--- src/rtl/loopback_perf_scheduler.sv ---
`default_nettype none
// ============================================================================
// Module   : loopback_perf_scheduler
// Brief    : Sweeps the packet sender frame length over a range and reports
//            sent/received/cycle counts for each length step.
// Revision : 1.0 - initial release
// ============================================================================
module loopback_perf_scheduler #(
    parameter int CNT_W         = 16,
    parameter int DRAIN_TIMEOUT = 4096
) (
    input  logic             m_axis_clk,
    input  logic             i_reset,
    input  logic             i_start,
    input  logic             i_abort,
    input  logic [9:0]       i_len_first,
    input  logic [9:0]       i_len_last,
    input  logic [9:0]       i_len_step,
    input  logic [CNT_W-1:0] i_pkts_per_step,
    input  logic             i_first_byte_sent,
    input  logic             i_sync_rx_last_received,
    output logic [9:0]       o_packet_bytes,
    output logic             o_busy,
    output logic             o_done,
    output logic             o_res_valid,
    input  logic             i_res_ready,
    output logic [9:0]       o_res_len,
    output logic [CNT_W-1:0] o_res_sent,
    output logic [CNT_W-1:0] o_res_rcvd,
    output logic [31:0]      o_res_cycles,
    output logic             o_res_timeout
);
    localparam int                c_tmr_w    = $clog2(DRAIN_TIMEOUT);
    localparam logic [c_tmr_w-1:0] c_tmr_last = c_tmr_w'(DRAIN_TIMEOUT - 1);

    typedef enum logic [2:0] {
        S_IDLE   = 3'd0,
        S_RUN    = 3'd1,
        S_DRAIN  = 3'd2,
        S_REPORT = 3'd3,
        S_DONE   = 3'd4
    } state_t;

    state_t             r_state_q,       w_state_d;
    logic [9:0]         r_cur_len_q,     w_cur_len_d;
    logic [9:0]         r_len_last_q,    w_len_last_d;
    logic [9:0]         r_len_step_q,    w_len_step_d;
    logic [CNT_W-1:0]   r_pkts_q,        w_pkts_d;
    logic [CNT_W-1:0]   r_sent_q,        w_sent_d;
    logic [CNT_W-1:0]   r_rcvd_q,        w_rcvd_d;
    logic [31:0]        r_cycles_q,      w_cycles_d;
    logic [c_tmr_w-1:0] r_timer_q,       w_timer_d;
    logic [9:0]         r_pkt_bytes_q,   w_pkt_bytes_d;
    logic               r_busy_q,        w_busy_d;
    logic               r_done_q,        w_done_d;
    logic               r_res_valid_q,   w_res_valid_d;
    logic [9:0]         r_res_len_q,     w_res_len_d;
    logic [CNT_W-1:0]   r_res_sent_q,    w_res_sent_d;
    logic [CNT_W-1:0]   r_res_rcvd_q,    w_res_rcvd_d;
    logic [31:0]        r_res_cycles_q,  w_res_cycles_d;
    logic               r_res_timeout_q, w_res_timeout_d;

    logic               w_cfg_bad;
    logic [CNT_W-1:0]   w_rcvd_inc;
    logic [31:0]        w_cycles_inc;
    logic [10:0]        w_nxt;
    logic               w_drain_full;
    logic               w_drain_tmo;

    assign w_cfg_bad    = (i_len_first == 10'd0) || (i_len_first > i_len_last) ||
                          (i_pkts_per_step == '0);
    assign w_rcvd_inc   = (r_rcvd_q == '1) ? r_rcvd_q : r_rcvd_q + CNT_W'(1);
    assign w_cycles_inc = (r_cycles_q == '1) ? r_cycles_q : r_cycles_q + 32'd1;
    // 11-bit sum so a step past 1023 is caught instead of wrapping
    assign w_nxt        = {1'b0, r_cur_len_q} + {1'b0, r_len_step_q};
    assign w_drain_full = (r_rcvd_q == r_sent_q);
    assign w_drain_tmo  = (r_timer_q == c_tmr_last);

    always_comb begin
        w_state_d       = r_state_q;
        w_cur_len_d     = r_cur_len_q;
        w_len_last_d    = r_len_last_q;
        w_len_step_d    = r_len_step_q;
        w_pkts_d        = r_pkts_q;
        w_sent_d        = r_sent_q;
        w_rcvd_d        = r_rcvd_q;
        w_cycles_d      = r_cycles_q;
        w_timer_d       = r_timer_q;
        w_pkt_bytes_d   = r_pkt_bytes_q;
        w_res_valid_d   = r_res_valid_q;
        w_res_len_d     = r_res_len_q;
        w_res_sent_d    = r_res_sent_q;
        w_res_rcvd_d    = r_res_rcvd_q;
        w_res_cycles_d  = r_res_cycles_q;
        w_res_timeout_d = r_res_timeout_q;

        case (r_state_q)
            S_IDLE, S_DONE: begin
                if (i_start) begin
                    w_cur_len_d  = i_len_first;
                    w_len_last_d = i_len_last;
                    w_len_step_d = i_len_step;
                    w_pkts_d     = i_pkts_per_step;
                    if (w_cfg_bad) begin
                        w_state_d = S_DONE;
                    end else begin
                        w_state_d     = S_RUN;
                        w_pkt_bytes_d = i_len_first;
                        w_sent_d      = '0;
                        w_rcvd_d      = '0;
                        w_cycles_d    = '0;
                    end
                end
            end
            S_RUN: begin
                w_cycles_d = w_cycles_inc;
                if (i_sync_rx_last_received) w_rcvd_d = w_rcvd_inc;
                if (i_first_byte_sent) begin
                    w_sent_d = r_sent_q + CNT_W'(1);
                    // Sender already latched its length for this last frame
                    if (r_sent_q + CNT_W'(1) == r_pkts_q) begin
                        w_state_d     = S_DRAIN;
                        w_pkt_bytes_d = '0;
                        w_timer_d     = '0;
                    end
                end
            end
            S_DRAIN: begin
                w_cycles_d = w_cycles_inc;
                w_timer_d  = r_timer_q + c_tmr_w'(1);
                if (i_sync_rx_last_received) w_rcvd_d = w_rcvd_inc;
                if (w_drain_full || w_drain_tmo) begin
                    w_state_d       = S_REPORT;
                    w_res_valid_d   = 1'b1;
                    w_res_len_d     = r_cur_len_q;
                    w_res_sent_d    = r_sent_q;
                    w_res_rcvd_d    = w_rcvd_d;
                    w_res_cycles_d  = w_cycles_inc;
                    w_res_timeout_d = !w_drain_full;
                end
            end
            S_REPORT: begin
                if (r_res_valid_q && i_res_ready) begin
                    w_res_valid_d = 1'b0;
                    if ((r_len_step_q == 10'd0) || (w_nxt > {1'b0, r_len_last_q}) || w_nxt[10]) begin
                        w_state_d = S_DONE;
                    end else begin
                        w_state_d     = S_RUN;
                        w_cur_len_d   = w_nxt[9:0];
                        w_pkt_bytes_d = w_nxt[9:0];
                        w_sent_d      = '0;
                        w_rcvd_d      = '0;
                        w_cycles_d    = '0;
                    end
                end
            end
            default: w_state_d = S_IDLE;
        endcase

        if (i_abort) begin
            w_state_d     = S_IDLE;
            w_pkt_bytes_d = '0;
            w_res_valid_d = 1'b0;
        end

        w_busy_d = (w_state_d == S_RUN) || (w_state_d == S_DRAIN) || (w_state_d == S_REPORT);
        w_done_d = (w_state_d == S_DONE);
    end

    always_ff @(posedge m_axis_clk) begin
        if (i_reset) begin
            r_state_q       <= S_IDLE;
            r_cur_len_q     <= '0;
            r_len_last_q    <= '0;
            r_len_step_q    <= '0;
            r_pkts_q        <= '0;
            r_sent_q        <= '0;
            r_rcvd_q        <= '0;
            r_cycles_q      <= '0;
            r_timer_q       <= '0;
            r_pkt_bytes_q   <= '0;
            r_busy_q        <= 1'b0;
            r_done_q        <= 1'b0;
            r_res_valid_q   <= 1'b0;
            r_res_len_q     <= '0;
            r_res_sent_q    <= '0;
            r_res_rcvd_q    <= '0;
            r_res_cycles_q  <= '0;
            r_res_timeout_q <= 1'b0;
        end else begin
            r_state_q       <= w_state_d;
            r_cur_len_q     <= w_cur_len_d;
            r_len_last_q    <= w_len_last_d;
            r_len_step_q    <= w_len_step_d;
            r_pkts_q        <= w_pkts_d;
            r_sent_q        <= w_sent_d;
            r_rcvd_q        <= w_rcvd_d;
            r_cycles_q      <= w_cycles_d;
            r_timer_q       <= w_timer_d;
            r_pkt_bytes_q   <= w_pkt_bytes_d;
            r_busy_q        <= w_busy_d;
            r_done_q        <= w_done_d;
            r_res_valid_q   <= w_res_valid_d;
            r_res_len_q     <= w_res_len_d;
            r_res_sent_q    <= w_res_sent_d;
            r_res_rcvd_q    <= w_res_rcvd_d;
            r_res_cycles_q  <= w_res_cycles_d;
            r_res_timeout_q <= w_res_timeout_d;
        end
    end

    assign o_packet_bytes = r_pkt_bytes_q;
    assign o_busy         = r_busy_q;
    assign o_done         = r_done_q;
    assign o_res_valid    = r_res_valid_q;
    assign o_res_len      = r_res_len_q;
    assign o_res_sent     = r_res_sent_q;
    assign o_res_rcvd     = r_res_rcvd_q;
    assign o_res_cycles   = r_res_cycles_q;
    assign o_res_timeout  = r_res_timeout_q;

endmodule
`default_nettype wire

--- config.mk ---
export PLATFORM = sky130hd
export DESIGN_NAME = loopback_perf_scheduler
export DESIGN_NICKNAME = d
export VERILOG_FILES = /design/src/rtl/loopback_perf_scheduler.sv
export SDC_FILE = /design/constraint.sdc
export NUM_CORES = 1
export LEC_CHECK = 0
export ABC_CLOCK_PERIOD_IN_PS = 3800
export CAP_MARGIN = 40
export CORE_MARGIN = 4
export CORE_UTILIZATION = 40
export DETAILED_ROUTE_END_ITERATION = 8
export HOLD_SLACK_MARGIN = 0.1
export PLACE_DENSITY = 0.71
export SLEW_MARGIN = 20
export SYNTH_ARGS = -nofsm -noshare
export SYNTH_HDL_FRONTEND = slang
export SYNTH_SLANG_ARGS = --single-unit
--- constraint.sdc ---
create_clock -name m_axis_clk -period 3.8 [get_ports m_axis_clk]
set_clock_uncertainty 0.2 [all_clocks]
set_input_delay 0.95 -clock m_axis_clk [delete_from_list [all_inputs] [get_ports m_axis_clk]]
set_output_delay 0.95 -clock m_axis_clk [all_outputs]
set_load 0.005 [all_outputs]
# Yosys cells after proc, flatten, opt, wreduce, memory -nomap -nowiden

Index checks and enable logic that the tools add are counted.

Register bits: 213
Bits of input ports: 53
Output and inout bits: 88
Logic and storage cells: 113

Equality and inequality tests: 20
Add/subtract/negate cells: 5
Magnitude comparators: 2
Mux-type cells: 39
Reduce and logical (&&, ||, !) cells: 29

Operators by type and width:

| cell                    | number |
|---|---|
| $mux W32                | 5 |
| $mux W16                | 7 |
| $pmux W16 S3            | 2 |
| $pmux W32 S3            | 1 |
| $mux W10                | 7 |
| $add A16 B1 Y16 const B | 2 |
| $add A32 B1 Y32 const B | 1 |
| $eq A16 B16 Y1          | 2 |
| $eq A32 B32 Y1 const B  | 1 |
| $pmux W10 S3            | 1 |
| $mux W12                | 2 |
| $mux W3                 | 8 |
| $pmux W12 S2            | 1 |
| $logic_not A10 Y1       | 2 |
| $pmux W10 S2            | 1 |
| $eq A16 B16 Y1 const B  | 1 |
| $logic_not A16 Y1       | 1 |
| $ne A2 B2 Y1 const B    | 7 |
| $add A12 B1 Y12 const B | 1 |
| $eq A12 B12 Y1 const B  | 1 |
| $eq A3 B2 Y1 const B    | 4 |
| $pmux W3 S4             | 1 |
| $add A10 B10 Y11        | 1 |
| $gt A11 B10 Y1          | 1 |
| other kinds (18)        | 34 |

# Longest topological paths before layout

Word-level depth: 11
Depth in mapped cells: 19
Gate-level depth less buffers: 17

# Least setup slack after synthesis

Ideal clock, no wire load.

Path type: register to register
Start point: reg r_cur_len_q[0]
End point: reg r_pkt_bytes_q[4] (netlist: o_packet_bytes[4])
Setup time: 0.137 ns
Arrival: 3.756 ns
Required time: 3.463 ns
Stages on the path, launching flop included: 20
Path slack: -0.293 ns
Path buffers: 2
Clock period less this slack: 4.093 ns
Cells stage by stage: dfxtp_1 -> ha_1 -> fa_1 -> a21oi_1 -> o211ai_1 -> o21a_1 -> nor2_1 -> xor2_1 -> inv_1 -> ha_1 -> nand3_1 -> or4_1 -> o221ai_1 -> nand3_1 -> o21ai_0 -> and2_1 -> buf_2 -> clkbuf_1 -> nand3_1 -> nor3b_2

Longest elaborated chain between the ends: 6
Elaborated cells on any way between the ends: 9
Those cells by class: add/sub: 1; order compare: 1; eq/ne: 1; mux: 3; reduce/logical: 3

RTL lines:

| element                            | RTL line | text |
|---|---|---|
| start, declared                    | 45       | `logic [9:0] r_cur_len_q, w_cur_len_d;` |
| start signal, assigned             | 192      | `r_cur_len_q <= w_cur_len_d;` |
| $add A10 B10 Y11 *                 | 75       | `assign w_nxt = {1'b0, r_cur_len_q} + {1'b0, r_len_step_q};` |
| $gt A11 B10 Y1                     | 145      | `if ((r_len_step_q == 10'd0) \|\| (w_nxt > {1'b0, r_len_last_q}) \|\| w_nxt[10]) begin` |
| $logic_or A1 B1 Y1 (2 in a row)    | 145      |  |
| $ne A2 B2 Y1 (no source line)      | -        |  |
| $reduce_and A7 Y1 (no source line) | -        |  |
| end signal, assigned               | 200      | `r_pkt_bytes_q <= w_pkt_bytes_d;` |
| end, declared                      | 53       | `logic [9:0] r_pkt_bytes_q, w_pkt_bytes_d;` |

Every way passes the cells marked *; elsewhere a longest branch is shown, timed or not. The select of a mux whose other input is x is not followed.
A chain may end at the register's enable or synchronous reset.

# Final worst setup path

Start point: reg r_len_step_q[1]
End point: reg r_pkt_bytes_q[8] (netlist: o_packet_bytes[8])

Longest elaborated chain between the ends: 6
Elaborated cells on any way between the ends: 10
Those cells by class: add/sub: 1; order compare: 1; eq/ne: 1; mux: 3; reduce/logical: 4

RTL lines:

| element                            | RTL line | text |
|---|---|---|
| start, declared                    | 47       | `logic [9:0] r_len_step_q, w_len_step_d;` |
| start signal, assigned             | 194      | `r_len_step_q <= w_len_step_d;` |
| $add A10 B10 Y11                   | 75       |  |
| $gt A11 B10 Y1                     | 145      |  |
| $logic_or A1 B1 Y1 (2 in a row)    | 145      |  |
| $ne A2 B2 Y1 (no source line)      | -        |  |
| $reduce_and A7 Y1 (no source line) | -        |  |

Parallel ways exist; a longest one is shown, timed or not. The select of a mux whose other input is x is not followed.

==> impl_metrics.toml <==
[setup_path]
arrival_ps = 4180
crit_path_max_incr_delay_ps = 480
crit_path_top_delay_cell = "or4_4"
start_kind = "flip-flop"
worstPathBufferInverterCount = 2
timing.critical_path.fanout_max = 5
timing.reg2reg.worst_path_depth = 18
critPathCaptureType = "flip-flop"
path_cells = "ha_4 > a211o_1 > a211oi_2 > nor2_2 > o21a_1 > a21oi_2 > xnor2_2 > ha_4 > nand2_1 > or4_4 > o221ai_2 > nand3_2 > buf_6 > o21ai_4 > and2_4 > buf_12 > nand4b_1 > nor3b_2"
worstPathRequired_ps = 3990
critPathKind = "flip-flop to flip-flop"
regToRegEndpoint = "o_packet_bytes[8]$_SDFFE_PP0P_"
path_delay_family = "simple AND/OR/NAND/NOR gates"
reg_to_reg_setup_timing_slack_ps = -180
reg2reg_from = "r_len_step_q[1]$_SDFFE_PP0P_"
timing.critical_path.mode_cell = "ha_4"

[cells_and_area]
final_layout_size_suffix_gt1_share_pct = 13.5
post-route-util_pct = 53.5
finish.instance_area_um2 = 14500
n_antenna_cell = 0
synthToLayoutAreaGrowth_pct = 31.3
finalNetCount = 1658

[sta]
grt_setup_unrepaired = "true"
finalCritPeriodShare_pct = 105
tns_ps = -4500
max_slew_headroom_pct = 48.4
final.hold.worst_slack_ps = 252
period_needed_ps = 3980
hold_viol_final = 0
final-setup-viol-count = 60
tightestPinTransition_ps = 764
postLayoutSetupSlackWorst_ps = -184
slew_viol_final = 0
max_clock_freq_mhz = 251

[placed_design]
placed_area_um2 = 13200
hpwl_um = 22900
place_ws_ps = -177
place_congestion = 0.930
placement.io_buffers = 140

[global_routing]
grt_max_degree = 66
track_usage_pct = 20.5
grt_pass1_wl_um = 52700
globalRouteOverflowTotal = 0
first_global_vias = 10200
antenna_found_initial = 0

[clock_network]
clk_latency_ps = 520
cts_tree = "done"
cts_sinks = 213
htreeDepth = 1
clk_transition_reported_paths_ps = 60
cts_inserted_buffers = 25
ctsLongestPathBuffers = 3
clockRootBuffer = "clkbuf_16"

[die]
die_y_um = 174
design.portCount = 141
die_area_um2 = 30200
initial_standard_cell_utilization_of_the_core_pct = 40.7
floorplan.rows = 60
core_um2 = 27000
chipWidth_um = 174

[power_and_ir_drop]
worst_ir_drop_vdd_mv = 0.279
total_leakage_power_nw = 5.19
power-per-cell-area_nw_per_um2 = 368

[min_path]
hold-path-cell-count = 2
worst_hold_path.endpoint = "o_res_len[3]$_SDFFE_PP0P_"
worstHoldPathType = "flip-flop to flip-flop"
hold_start = "o_res_len[3]$_SDFFE_PP0P_"

[synth]
postSynthAreaPerCell_um2 = 7.78
synth_fp_nets = 1502
synth-edff-count = 0
share_of_the_yosys_chip_area_belonging_to_registers_pct = 38.7
post-synth-top-area-fraction_pct = 38.7
syn-instance-count = 1414
synth_top_area_cell = "dfxtp_1"
synth_ff_type = "dfxtp_1"
ys_async_sr_fraction_pct = 0
synthMostInstantiatedCell = "nand2_1"
synth.top_cells.by_area = "dfxtp_1 (39%), nand2_1 (7.9%), a21oi_1 (6.5%), nor2_1 (5.7%), xnor2_1 (3.9%)"
yosys_warnings = 0
postSynthRegisterBits = 213
synthDistinctLibCells = 66
synthesis.area_um2 = 11000
post_synth_most_frequent_cells = "nand2_1 (232), dfxtp_1 (213), nor2_1 (166)"

[status]
status = "finished with violations"
failing_checks = "negative setup slack"

[detailed_routing]
drc = 0
post_drt_via_cell_ratio = 5.57
post_drt_wl_per_cell_um = 16.8
final_antenna_net_count = 0
number_of_vias_after_detailed_routing = 10700
drtPass1Iterations = 5
routed_wirelength_um = 32400
drt_iter0_drc = 907

[flow_run]
cap_violations = 0
[report_power, final]
group / switching, mW / internal, mW
Clock: 0.953 / 1.31
Combinational: 0.384 / 0.346
Sequential: 0.0414 / 2.28
Total: 1.38 / 3.93
[how the worst max path moves through the flow]
stage	to	start	cells past startpoint
after floorplan	r_cycles_q[29]$_SDFFE_PP0P_	r_cur_len_q[0]$_SDFFE_PP0P_	18
after global placement	r_cycles_q[26]$_SDFFE_PP0P_	r_len_step_q[0]$_SDFFE_PP0P_	18
after detailed placement	o_packet_bytes[0]$_SDFFE_PP0P_	r_len_step_q[0]$_SDFFE_PP0P_	19
after CTS	r_rcvd_q[4]$_SDFFE_PP0P_	r_len_step_q[1]$_SDFFE_PP0P_	17
after global routing	o_packet_bytes[7]$_SDFFE_PP0P_	r_len_step_q[1]$_SDFFE_PP0P_	18
final	o_packet_bytes[8]$_SDFFE_PP0P_	r_len_step_q[1]$_SDFFE_PP0P_	18
[kinds of logic (layout without fill, tap and decap cells)]
logic type               count (synthesis)  count (layout)  synth area share [%]
multiplexers                             7               7                 0.637
flip-flops                             213             213                  38.7
AND/OR/NAND/NOR                        612             612                  25.9
AO/OA/AOI/OAI                          322             322                  18.4
XOR/XNOR                                92              92                  7.32
buffers and inverters                  133             303                  4.91
adder cells (fa/ha/maj)                 35              35                  4.05
[state kept, by name, summed over array words and instances, names as in the netlist]
name,flops
o_res_cycles,32
r_cycles_q,32
o_res_rcvd,16
o_res_sent,16
r_pkts_q,16
r_rcvd_q,16
r_sent_q,16
r_timer_q,12
o_packet_bytes,10
o_res_len,10
r_cur_len_q,10
r_len_last_q,10
r_len_step_q,10
r_state_q,3
o_busy,1
o_done,1
o_res_timeout,1
o_res_valid,1
[final cells by class]
type	instances	area [um2]
clock inverters	10	92.6
well taps	341	427
repair buffers	229	2270
inverters	33	124
fillers	2459	12600
multi-input cells	1068	6610
clock buffers	31	668
flip-flops and latches	213	4270
[repair_timing]
action | in CTS | in global routing
endpoints found under the setup margin | 51 | 86
pin swaps | 9 | 40
gates resized for setup | 10 | 85
buffers inserted | 3 | 4
hold buffers | 0 | 0
hold endpoints to repair | 0 | 0
cloned | 1 | 4
[stage by stage]
step,cells,power (mW)
4_1_cts,1917,5.25
3_3_place_gp,1872,2.96
5_1_grt,1925,5.51
3_5_place_dp,1872,2.98
6_report,1925,5.31
2_1_floorplan,1414,2.71
[metal layers]
layer  share of wire, %  global-route usage (%)  up-vias
met5                  0                       0        -
met1                 46                    28.7     5058
li1                   -                       -     5272
met4                2.9                    6.70        0
met2                 45                    32.7      334
met3                5.5                    2.92       65
[worst reg2reg max path: cells and delay by family (launching register included)]
family                     cells  cell delay, ps
AOI/OAI and AO/OA              6            1130
and+or+nand+nor                7            1230
adders and majority gates      2             530
buffers and inverters          2             290
DFF                            1             360
xor gates and xnor gates       1             110
[cells in the final DEF (no fill, tap or decap), drive strengths merged, types with 17 or more instances in the layout]
master / netlist / final
nand2: 232 / 232
a211oi: 56 / 56
dfxtp: 213 / 213
nor3: 32 / 32
buf: 22 / 86
clkdlybuf4s50: 0 / 139
xor2: 43 / 43
a21oi: 142 / 142
nor2: 166 / 166
o21ai: 37 / 37
and3: 25 / 25
inv: 33 / 35
ha: 34 / 34
xnor2: 49 / 49
a311oi: 17 / 17
clkbuf: 78 / 35
nand4: 26 / 26
nand3: 40 / 40
Power figures use the tool's default switching activity.
